==> src/rtl/cu_pkg.sv <==
// Shared definitions for the matrix-multiplier control unit: FSM states, opcodes,
// bus select / register indices, ALU operations and the control-word layout.
package cu_pkg;

    localparam int unsigned OpW    = 8;
    localparam int unsigned NumReg = 12;

    typedef enum logic [2:0] {
        StIdle,
        StFetch1,
        StFetch2,
        StDecode,
        StExec1,
        StExec2,
        StHalt
    } state_e;

    // Opcodes
    localparam logic [OpW-1:0] OpNop   = 8'h00;
    localparam logic [OpW-1:0] OpLdac  = 8'h01;
    localparam logic [OpW-1:0] OpStac  = 8'h02;
    localparam logic [OpW-1:0] OpMvacr = 8'h03;
    localparam logic [OpW-1:0] OpMvrac = 8'h04;
    localparam logic [OpW-1:0] OpAdd   = 8'h05;
    localparam logic [OpW-1:0] OpSub   = 8'h06;
    localparam logic [OpW-1:0] OpMul   = 8'h07;
    localparam logic [OpW-1:0] OpInci  = 8'h08;
    localparam logic [OpW-1:0] OpIncj  = 8'h09;
    localparam logic [OpW-1:0] OpInck  = 8'h0A;
    localparam logic [OpW-1:0] OpJmp   = 8'h0B;
    localparam logic [OpW-1:0] OpJmpz  = 8'h0C;
    localparam logic [OpW-1:0] OpClac  = 8'h0D;
    localparam logic [OpW-1:0] OpEnd   = 8'hFF;

    // Bus source select values; also the write_en bit index of each register
    localparam logic [3:0] SelPc   = 4'd0;
    localparam logic [3:0] SelDr   = 4'd1;
    localparam logic [3:0] SelTr   = 4'd2;  // tr doubles as the instruction register
    localparam logic [3:0] SelR    = 4'd3;
    localparam logic [3:0] SelAc   = 4'd4;
    localparam logic [3:0] SelDm   = 4'd5;
    localparam logic [3:0] SelIm   = 4'd6;
    localparam logic [3:0] SelR1   = 4'd7;
    localparam logic [3:0] SelR2   = 4'd8;
    localparam logic [3:0] SelRi   = 4'd9;
    localparam logic [3:0] SelRj   = 4'd10;
    localparam logic [3:0] SelRk   = 4'd11;
    localparam logic [3:0] SelZero = 4'd12;

    // inc_en bit positions
    localparam int unsigned IncPc = 0;
    localparam int unsigned IncRi = 1;
    localparam int unsigned IncRj = 2;
    localparam int unsigned IncRk = 3;

    // ALU operations
    localparam logic [2:0] AluPass  = 3'd0;
    localparam logic [2:0] AluAdd   = 3'd1;
    localparam logic [2:0] AluSub   = 3'd2;
    localparam logic [2:0] AluMul   = 3'd3;
    localparam logic [2:0] AluClear = 3'd4;

    typedef struct packed {
        logic [3:0]        read_en;
        logic [NumReg-1:0] write_en;
        logic              dm_we;
        logic [3:0]        inc_en;
        logic [2:0]        alu_op;
    } ctrl_t;

    function automatic logic is_legal(logic [OpW-1:0] op);
        return (op <= OpClac) || (op == OpEnd);
    endfunction

    // Only the memory-operand accumulator moves need a second execute cycle
    function automatic logic needs_exec2(logic [OpW-1:0] op);
        return (op == OpLdac) || (op == OpStac);
    endfunction

endpackage

==> src/rtl/cu_decode.sv <==
// Combinational microcode: maps {state, latched opcode, z} onto one control word.
module cu_decode
    import cu_pkg::*;
(
    input  state_e           state,
    input  logic [OpW-1:0]   opcode,
    input  logic             z,
    output ctrl_t            cw
);

    // Decode the control word; anything not listed idles the bus and strobes
    always_comb begin
        cw         = '0;
        cw.read_en = SelZero;
        unique case (state)
            StFetch2: begin
                cw.read_en          = SelIm;
                cw.write_en[SelTr]  = 1'b1;
                cw.inc_en[IncPc]    = 1'b1;
            end
            StExec1: begin
                case (opcode)
                    OpLdac, OpStac: begin
                        cw.read_en         = SelIm;
                        cw.write_en[SelDr] = 1'b1;
                        cw.inc_en[IncPc]   = 1'b1;
                    end
                    OpMvacr: begin
                        cw.read_en        = SelAc;
                        cw.write_en[SelR] = 1'b1;
                    end
                    OpMvrac: begin
                        cw.read_en         = SelR;
                        cw.write_en[SelAc] = 1'b1;
                    end
                    OpAdd, OpSub, OpMul: begin
                        cw.read_en         = SelR;
                        cw.write_en[SelAc] = 1'b1;
                        cw.alu_op          = (opcode == OpAdd) ? AluAdd :
                                             (opcode == OpSub) ? AluSub : AluMul;
                    end
                    OpInci: cw.inc_en[IncRi] = 1'b1;
                    OpIncj: cw.inc_en[IncRj] = 1'b1;
                    OpInck: cw.inc_en[IncRk] = 1'b1;
                    OpJmp: begin
                        cw.read_en         = SelIm;
                        cw.write_en[SelPc] = 1'b1;
                    end
                    OpJmpz: begin
                        if (z) begin
                            cw.read_en         = SelIm;
                            cw.write_en[SelPc] = 1'b1;
                        end else begin
                            // Not taken: step over the address operand
                            cw.inc_en[IncPc] = 1'b1;
                        end
                    end
                    OpClac: begin
                        cw.write_en[SelAc] = 1'b1;
                        cw.alu_op          = AluClear;
                    end
                    default: ;
                endcase
            end
            StExec2: begin
                if (opcode == OpLdac) begin
                    cw.read_en         = SelDm;
                    cw.write_en[SelAc] = 1'b1;
                end else if (opcode == OpStac) begin
                    cw.read_en = SelAc;
                    cw.dm_we   = 1'b1;
                end
            end
            default: ;
        endcase
    end

endmodule

==> src/rtl/control_unit.sv <==
// Microcoded sequencer: fetch/decode/execute FSM driving the bus select,
// register load strobes, increment strobes and ALU opcode.
module control_unit
    import cu_pkg::*;
#(
    parameter int unsigned IW   = 8,
    parameter int unsigned NREG = 12
) (
    input  logic            clk,
    input  logic            rst,
    input  logic            start,
    input  logic [IW-1:0]   ir,
    input  logic            z,
    output logic [3:0]      read_en,
    output logic [NREG-1:0] write_en,
    output logic            dm_we,
    output logic [3:0]      inc_en,
    output logic [2:0]      alu_op,
    output logic            done,
    output logic            err
);

    state_e          state_q, state_d;
    logic [IW-1:0]   opcode_q;
    logic            err_q;
    ctrl_t           cw;

    // State register
    always_ff @(posedge clk) begin
        if (rst) state_q <= StIdle;
        else     state_q <= state_d;
    end

    // Opcode latch and sticky illegal-opcode flag, both captured in DECODE
    always_ff @(posedge clk) begin
        if (rst) begin
            opcode_q <= '0;
            err_q    <= 1'b0;
        end else if (state_q == StDecode) begin
            opcode_q <= ir;
            if (!is_legal(ir)) err_q <= 1'b1;
        end
    end

    // Next-state logic; DECODE looks at ir directly since the latch fills on exit
    always_comb begin
        state_d = state_q;
        unique case (state_q)
            StIdle:   if (start) state_d = StFetch1;
            StFetch1: state_d = StFetch2;
            StFetch2: state_d = StDecode;
            StDecode: begin
                if (ir == OpEnd)                       state_d = StHalt;
                else if (ir == OpNop || !is_legal(ir)) state_d = StFetch1;
                else                                   state_d = StExec1;
            end
            StExec1:  state_d = needs_exec2(opcode_q) ? StExec2 : StFetch1;
            StExec2:  state_d = StFetch1;
            StHalt:   state_d = StHalt;
            default:  state_d = StIdle;
        endcase
    end

    cu_decode u_decode (
        .state  (state_q),
        .opcode (opcode_q),
        .z      (z),
        .cw     (cw)
    );

    // Moore outputs
    always_comb begin
        read_en  = cw.read_en;
        write_en = cw.write_en;
        dm_we    = cw.dm_we;
        inc_en   = cw.inc_en;
        alu_op   = cw.alu_op;
        done     = (state_q == StHalt);
        err      = err_q;
    end

endmodule

==> config.mk <==
export PLATFORM = sky130hd
export DESIGN_NAME = control_unit
export DESIGN_NICKNAME = d
export VERILOG_FILES = /design/src/rtl/cu_pkg.sv /design/src/rtl/cu_decode.sv /design/src/rtl/control_unit.sv
export SDC_FILE = /design/constraint.sdc
export NUM_CORES = 1
export LEC_CHECK = 0
export BUFFER_PORTS_ARGS = -buffer_cell sky130_fd_sc_hd__buf_4
export CORE_MARGIN = 1
export CORE_UTILIZATION = 50
export CTS_CLUSTER_DIAMETER = 100
export DETAILED_ROUTE_END_ITERATION = 7
export PLACE_DENSITY = 0.85
export SYNTH_ARGS = -nofsm -noshare
export SYNTH_HDL_FRONTEND = slang
export SYNTH_SLANG_ARGS = --single-unit
==> constraint.sdc <==
create_clock -name clk -period 3.28 [get_ports clk]
set_clock_uncertainty 0.05 [all_clocks]
set_input_delay 0.656 -clock clk [delete_from_list [all_inputs] [get_ports clk]]
set_output_delay 0.656 -clock clk [all_outputs]
set_load 0.02 [all_outputs]
=== Word level (Yosys, flattened, before mapping) ===
Index checks and enable logic that the tools add are counted.

* $lt $le $gt $ge: 1
* Eq/ne operators: 21
* Multiplexer cells: 34
* Reductions and logical operators: 12
* Bitwise logic cells: 1

{| class="wikitable"
|+ Operators with widths
! operator !! number
|-
| 8-bit by 4-bit == test with 1-bit output, second input constant || 6
|-
| 8-bit by 3-bit == test with 1-bit output, second input constant || 4
|-
| 3-bit 2-to-1 mux || 7
|-
| 3-bit one-hot mux with 7 select lines || 1
|-
| 8-bit by 2-bit == test with 1-bit output, second input constant || 2
|-
| 4-bit one-hot mux with 4 select lines || 1
|-
| 1-bit 2-to-1 mux || 15
|-
| 4-bit 2-to-1 mux || 3
|-
| 4-bit one-hot mux with 3 select lines || 1
|-
| 3-bit == test, second input constant || 3
|-
| 8-bit by 1-bit == test with 1-bit output, second input constant || 1
|-
| 8-bit == test, second input constant || 1
|-
| 8-bit by 4-bit <= comparator with 1-bit output, second input constant || 1
|-
| 8-bit zero test || 1
|-
| 1-bit one-hot mux with 2 select lines || 4
|-
| 3-bit by 2-bit == test with 1-bit output, second input constant || 2
|-
| 3-bit one-hot mux with 2 select lines || 1
|-
| 3-bit OR reduction || 2
|-
| 5-bit OR reduction || 1
|-
| 4-bit OR reduction || 1
|-
| 3-bit by 1-bit == test with 1-bit output, second input constant || 1
|-
| 3-bit zero test || 1
|-
| 1-bit logical OR || 3
|-
| 2-bit 2-to-1 mux || 1
|-
| 5 further kinds || 5
|}

* Flip-flop bits (word level): 12
* Logic and storage cells: 72
* Output and inout port bits: 26
* Input bits: 12

=== Longest topological paths before layout ===
* Word-level depth: 7
* Gate-level depth with buffers: 5
* Mapped depth without buffers: 5

=== By module ===
From an unflattened synthesis, not the netlist that was laid out.

* Cells, all modules: 124
* Area total of the unflattened synthesis: 910.9 µm²

{| class="wikitable"
|+ By module, submodules not included
! module !! area an instance (µm²) !! cells each !! seq. area each (µm²) !! instances
|-
| control_unit || 539.3 || 67 || 240.2 || 1
|-
| cu_decode || 371.6 || 57 || 0.0 || 1
|}

=== Worst setup path after synthesis ===
No wires, ideal clock.

* Path type: register to output
* Start: register opcode_q[5]
* End: output port write_en[4]
* Cell stages (with the launch flop): 4
* Arrival time: 1.688 ns
* Buffers on the path: 0
* Slack: 0.886 ns
* Required time: 2.574 ns
* Cell sequence: dfxtp_1 > or4_4 > nor4_2 > or2_1

* Longest elaborated chain between the ends: 4
* Elaborated cells between the ends (all ways): 10
* Classes of those cells: 6 x eq/ne; 3 x mux; 1 x reduce/logical

{| class="wikitable"
|+ Ends and longest elaborated chain
! item !! line !! RTL
|-
| start, declared || control_unit.sv:24 || <nowiki>logic [IW-1:0] opcode_q;</nowiki>
|-
| start signal, assigned || control_unit.sv:40 || <nowiki>opcode_q <= ir;</nowiki>
|-
| 8-bit by 3-bit == test with 1-bit output / 8-bit by 4-bit == test with 1-bit output (equally long branches) || cu_decode.sv:22 || <nowiki>case (opcode)</nowiki>
|-
| 5-bit OR reduction (no line) || n/a ||
|-
| 1-bit 2-to-1 mux || cu_decode.sv:22 ||
|-
| 1-bit one-hot mux with 2 select lines (*) || cu_decode.sv:15 || <nowiki>unique case (state)</nowiki>
|-
| end, declared || control_unit.sv:15 || <nowiki>output logic [NREG-1:0] write_en,</nowiki>
|}

Every way passes the cells marked *; elsewhere a longest branch is shown, timed or not.

=== Worst setup path after layout ===
* Start: register state_q[2]
* End: output port read_en[1]

* Longest elaborated chain between the ends: 2
* Elaborated cells between the ends (all ways): 4
* Classes of those cells: 3 x eq/ne; 1 x mux

{| class="wikitable"
|+ Ends and longest elaborated chain
! item !! line !! RTL
|-
| start, declared || control_unit.sv:23 || <nowiki>state_e state_q, state_d;</nowiki>
|-
| start signal, assigned || control_unit.sv:30 || <nowiki>if (rst) state_q <= StIdle;</nowiki>
|-
| start signal, assigned || control_unit.sv:31 || <nowiki>else state_q <= state_d;</nowiki>
|-
| 3-bit == test / 3-bit by 2-bit == test with 1-bit output (equally long branches) || cu_decode.sv:15 ||
|-
| 4-bit one-hot mux with 3 select lines (*) || cu_decode.sv:15 ||
|-
| end, declared || control_unit.sv:14 || <nowiki>output logic [3:0] read_en,</nowiki>
|}

Marks and branches as above.

==> impl_metrics.env <==
export IMPL_cts_buffer_depth=2
export IMPL_layout_cells_non_filler=169
export IMPL_max_stage_delay_ns=0.46
export IMPL_ctsHtreeMaxLevel=1
export IMPL_tns_ns=0
export IMPL_cts_resized=0
export IMPL_critPathMaxFanout=7
export IMPL_grt_pass1_vias=799
export IMPL_seq_power_share_pct=48.7
export IMPL_async_reset_ff_share_pct=0
export IMPL_cts_tree="yes"
export IMPL_antenna_left=0
export IMPL_fp_coreArea_sq_um=1750
export IMPL_drt_initial_drc_count=18
export IMPL_drt_total_wl_um=2150
export IMPL_switching_power_uw=110
export IMPL_status="complete, no violations"
export IMPL_insertion_delay_ns=0.27
export IMPL_fmax_ghz=0.393
export IMPL_multi_input_area_sq_um=624
export IMPL_crit_type="reg2out"
export IMPL_grt_pass1_wl_um=3420
export IMPL_path_cells="inv_2 -> or3_4 -> nor4_2 -> inv_1 -> nand3b_1 -> buf_4"
export IMPL_clkSlewWorstSetupHoldPaths_ns=0.07
export IMPL_p_int_uw=234
export IMPL_synth_top_area_share_pct=25.4
export IMPL_synthFlopType="dfxtp_1"
export IMPL_cp_arrival_ns=1.84
export IMPL_area_growth_pct=22.9
export IMPL_ys_warn_count=0
export IMPL_avgSynthCellArea_sq_um=7.95
export IMPL_start_kind="register"
export IMPL_slew_viol_final=0
export IMPL_synth_cell_type_count=48
export IMPL_antenna_found_initial=0
export IMPL_clockRootBuffer="clkbuf_4"
export IMPL_worstHoldPathType="reg2reg"
export IMPL_synthCells=119
export IMPL_rows=15
export IMPL_n_fill_cell=173
export IMPL_fin_crit_sh_pct=77.7
export IMPL_p_leak_nw=0.541
export IMPL_clkPwrFrac_pct=25.2
export IMPL_synth_area_sq_um=946
export IMPL_start_util_pct=54.2
export IMPL_grt_max_degree=12
export IMPL_holdWs_ns=0.405
export IMPL_die_h_um=45.5
export IMPL_min_period_ns=2.55
export IMPL_dp_cells=166
export IMPL_p_comb_share_pct=26.0
export IMPL_hpwl_um=1720
export IMPL_synth_area_leader_cell="dfxtp_1"
export IMPL_overflow=0
export IMPL_diodes=0
export IMPL_netlist_top_cells_count="nor2_1, dfxtp_1, buf_4, mux2i_1, nand2_1"
export IMPL_postCtsSetupBuffers=0
export IMPL_first_pass_iters=4
export IMPL_regArea_sq_um=240
export IMPL_io_buffer_count=30
export IMPL_ioPinCount=38
export IMPL_synth_edff_count=0
export IMPL_drc=0
export IMPL_dieArea_sq_um=2070
export IMPL_crit_path_end_kind="output port"
export IMPL_worst_ir_drop_vdd_mv=0.253
export IMPL_cts_made_buffers=3
export IMPL_avgRoutedWirePerCell_um=12.7
export IMPL_critical_path_top_delay_family="simple AND/OR/NAND/NOR gates"
export IMPL_place_congestion=0.916
export IMPL_grt_usage_pct=22.9
export IMPL_die_w_um=45.5
export IMPL_layout_nets=158
export IMPL_drive_above_1_share_pct=31.3
export IMPL_critPathBufInv=3
export IMPL_seq_area_frac_synth_pct=25.4
export IMPL_finalSetupViolations=0
export IMPL_synth_area_top_cells="dfxtp_1, mux2i_1, buf_4"
export IMPL_cts_hold_buf=0
export IMPL_yosysMostFrequentCell="nor2_1"
export IMPL_synth_seq_cells=12
export IMPL_via_per_inst=5.47
export IMPL_rsz0062_at_grt="no"
export IMPL_vias=925
export IMPL_critPathRequiredTime_ns=2.57
export IMPL_power_density_nw_per_um2=296
export IMPL_critPathSlowestCell="dfxtp_1"
export IMPL_swShare_pct=32.0
export IMPL_cts_sinks=12
export IMPL_finalHoldViolations=0
export IMPL_maxCapViolations=0
==> flip-flops by register name, indices dropped and copies added, names as in the netlist <==
register,count
opcode_q,8
err,1
state_q,3
==> worst reg2reg max path, delay by kind of cell, from the launching register on <==
kind	cells	cell delay, ns
AOI/OAI and AO/OA	1	0.14
DFF	1	0.52
and+or+nand+nor	3	0.78
==> layer usage <==
metal	part of all wire, %	up-vias	wire length (um)	track usage (%)
li1	-	462	-	-
met1	41	429	892	26.2
met2	53	32	1130	40.6
met3	5.1	2	110	3.57
met4	0.79	0	17	11.5
met5	0	-	0	0
==> metrics by stage <==
stage	utilization [%]	setup slack (ns)	cell area (sq um)	power (mW)
floorplan	-	0.886	968	0.237
global placement	65.3	0.829	1140	0.256
detailed placement	65.3	0.809	1140	0.260
CTS	66.6	0.737	1160	0.347
global route	66.6	0.637	1160	0.363
finish	66.6	0.733	1160	0.344
==> logic make-up (layout without fill, tap and decap cells) <==
kind of cell              after synthesis  after routing  synth area share, %
AOI/OAI and AO/OA                      16             16                 11.1
xor gates and xnor gates                1              1                0.926
buffers and inverters                  19             38                 11.0
DFF                                    12             12                 25.4
muxes                                   8              8                 8.47
other                                   1              7                0.396
and+or+nand+nor                        62             62                 42.7
==> path summary, 6_finish.rpt <==
path / startpoint / endpoint / slack, ns / cells past startpoint
worst max-delay path: state_q[2] / read_en[1] / 0.73 / 6
worst min-delay path: err / err / 0.40 / 2
worst max register to register: state_q[0] / err / 1.73 / 4
worst min register to register: err / err / 0.40 / 2
==> cell type report <==
cell class | count | share of cell area [%]
tap | 25 | 2.69
multi-input combinational | 94 | 53.7
clock buffer | 3 | 1.94
timing repair buffer | 30 | 19.4
sequential | 12 | 20.7
inverter | 5 | 1.61
==> power groups by stage <==
| stage | Combinational [mW] | Sequential (mW) | Clock [mW] |
|---|---|---|---|
| after global routing | 0.0981 | 0.169 | 0.0963 |
| after floorplan | 0.0770 | 0.160 | 0 |
| after global placement | 0.0862 | 0.170 | 0 |
| after detailed placement | 0.0891 | 0.170 | 0 |
| after CTS | 0.0892 | 0.167 | 0.0903 |
| final | 0.0895 | 0.167 | 0.0867 |
==> placed cells by master, fill, tap and decap left out, drive strengths merged, types with 2 or more instances in the layout <==
cell and count:
nor3b 2, dfxtp 12, or4 3, o22ai 2, clkbuf 3, mux2i 8
inv 5, or2 2, a21oi 5, nor4 5, nor4b 2, buf 30
nand2b 3, a31oi 2, nor2 16, nand3 4, o21ai 2, conb 7
nand2 8, nor3 5, and2 2
(Power assumes the default switching activity.)
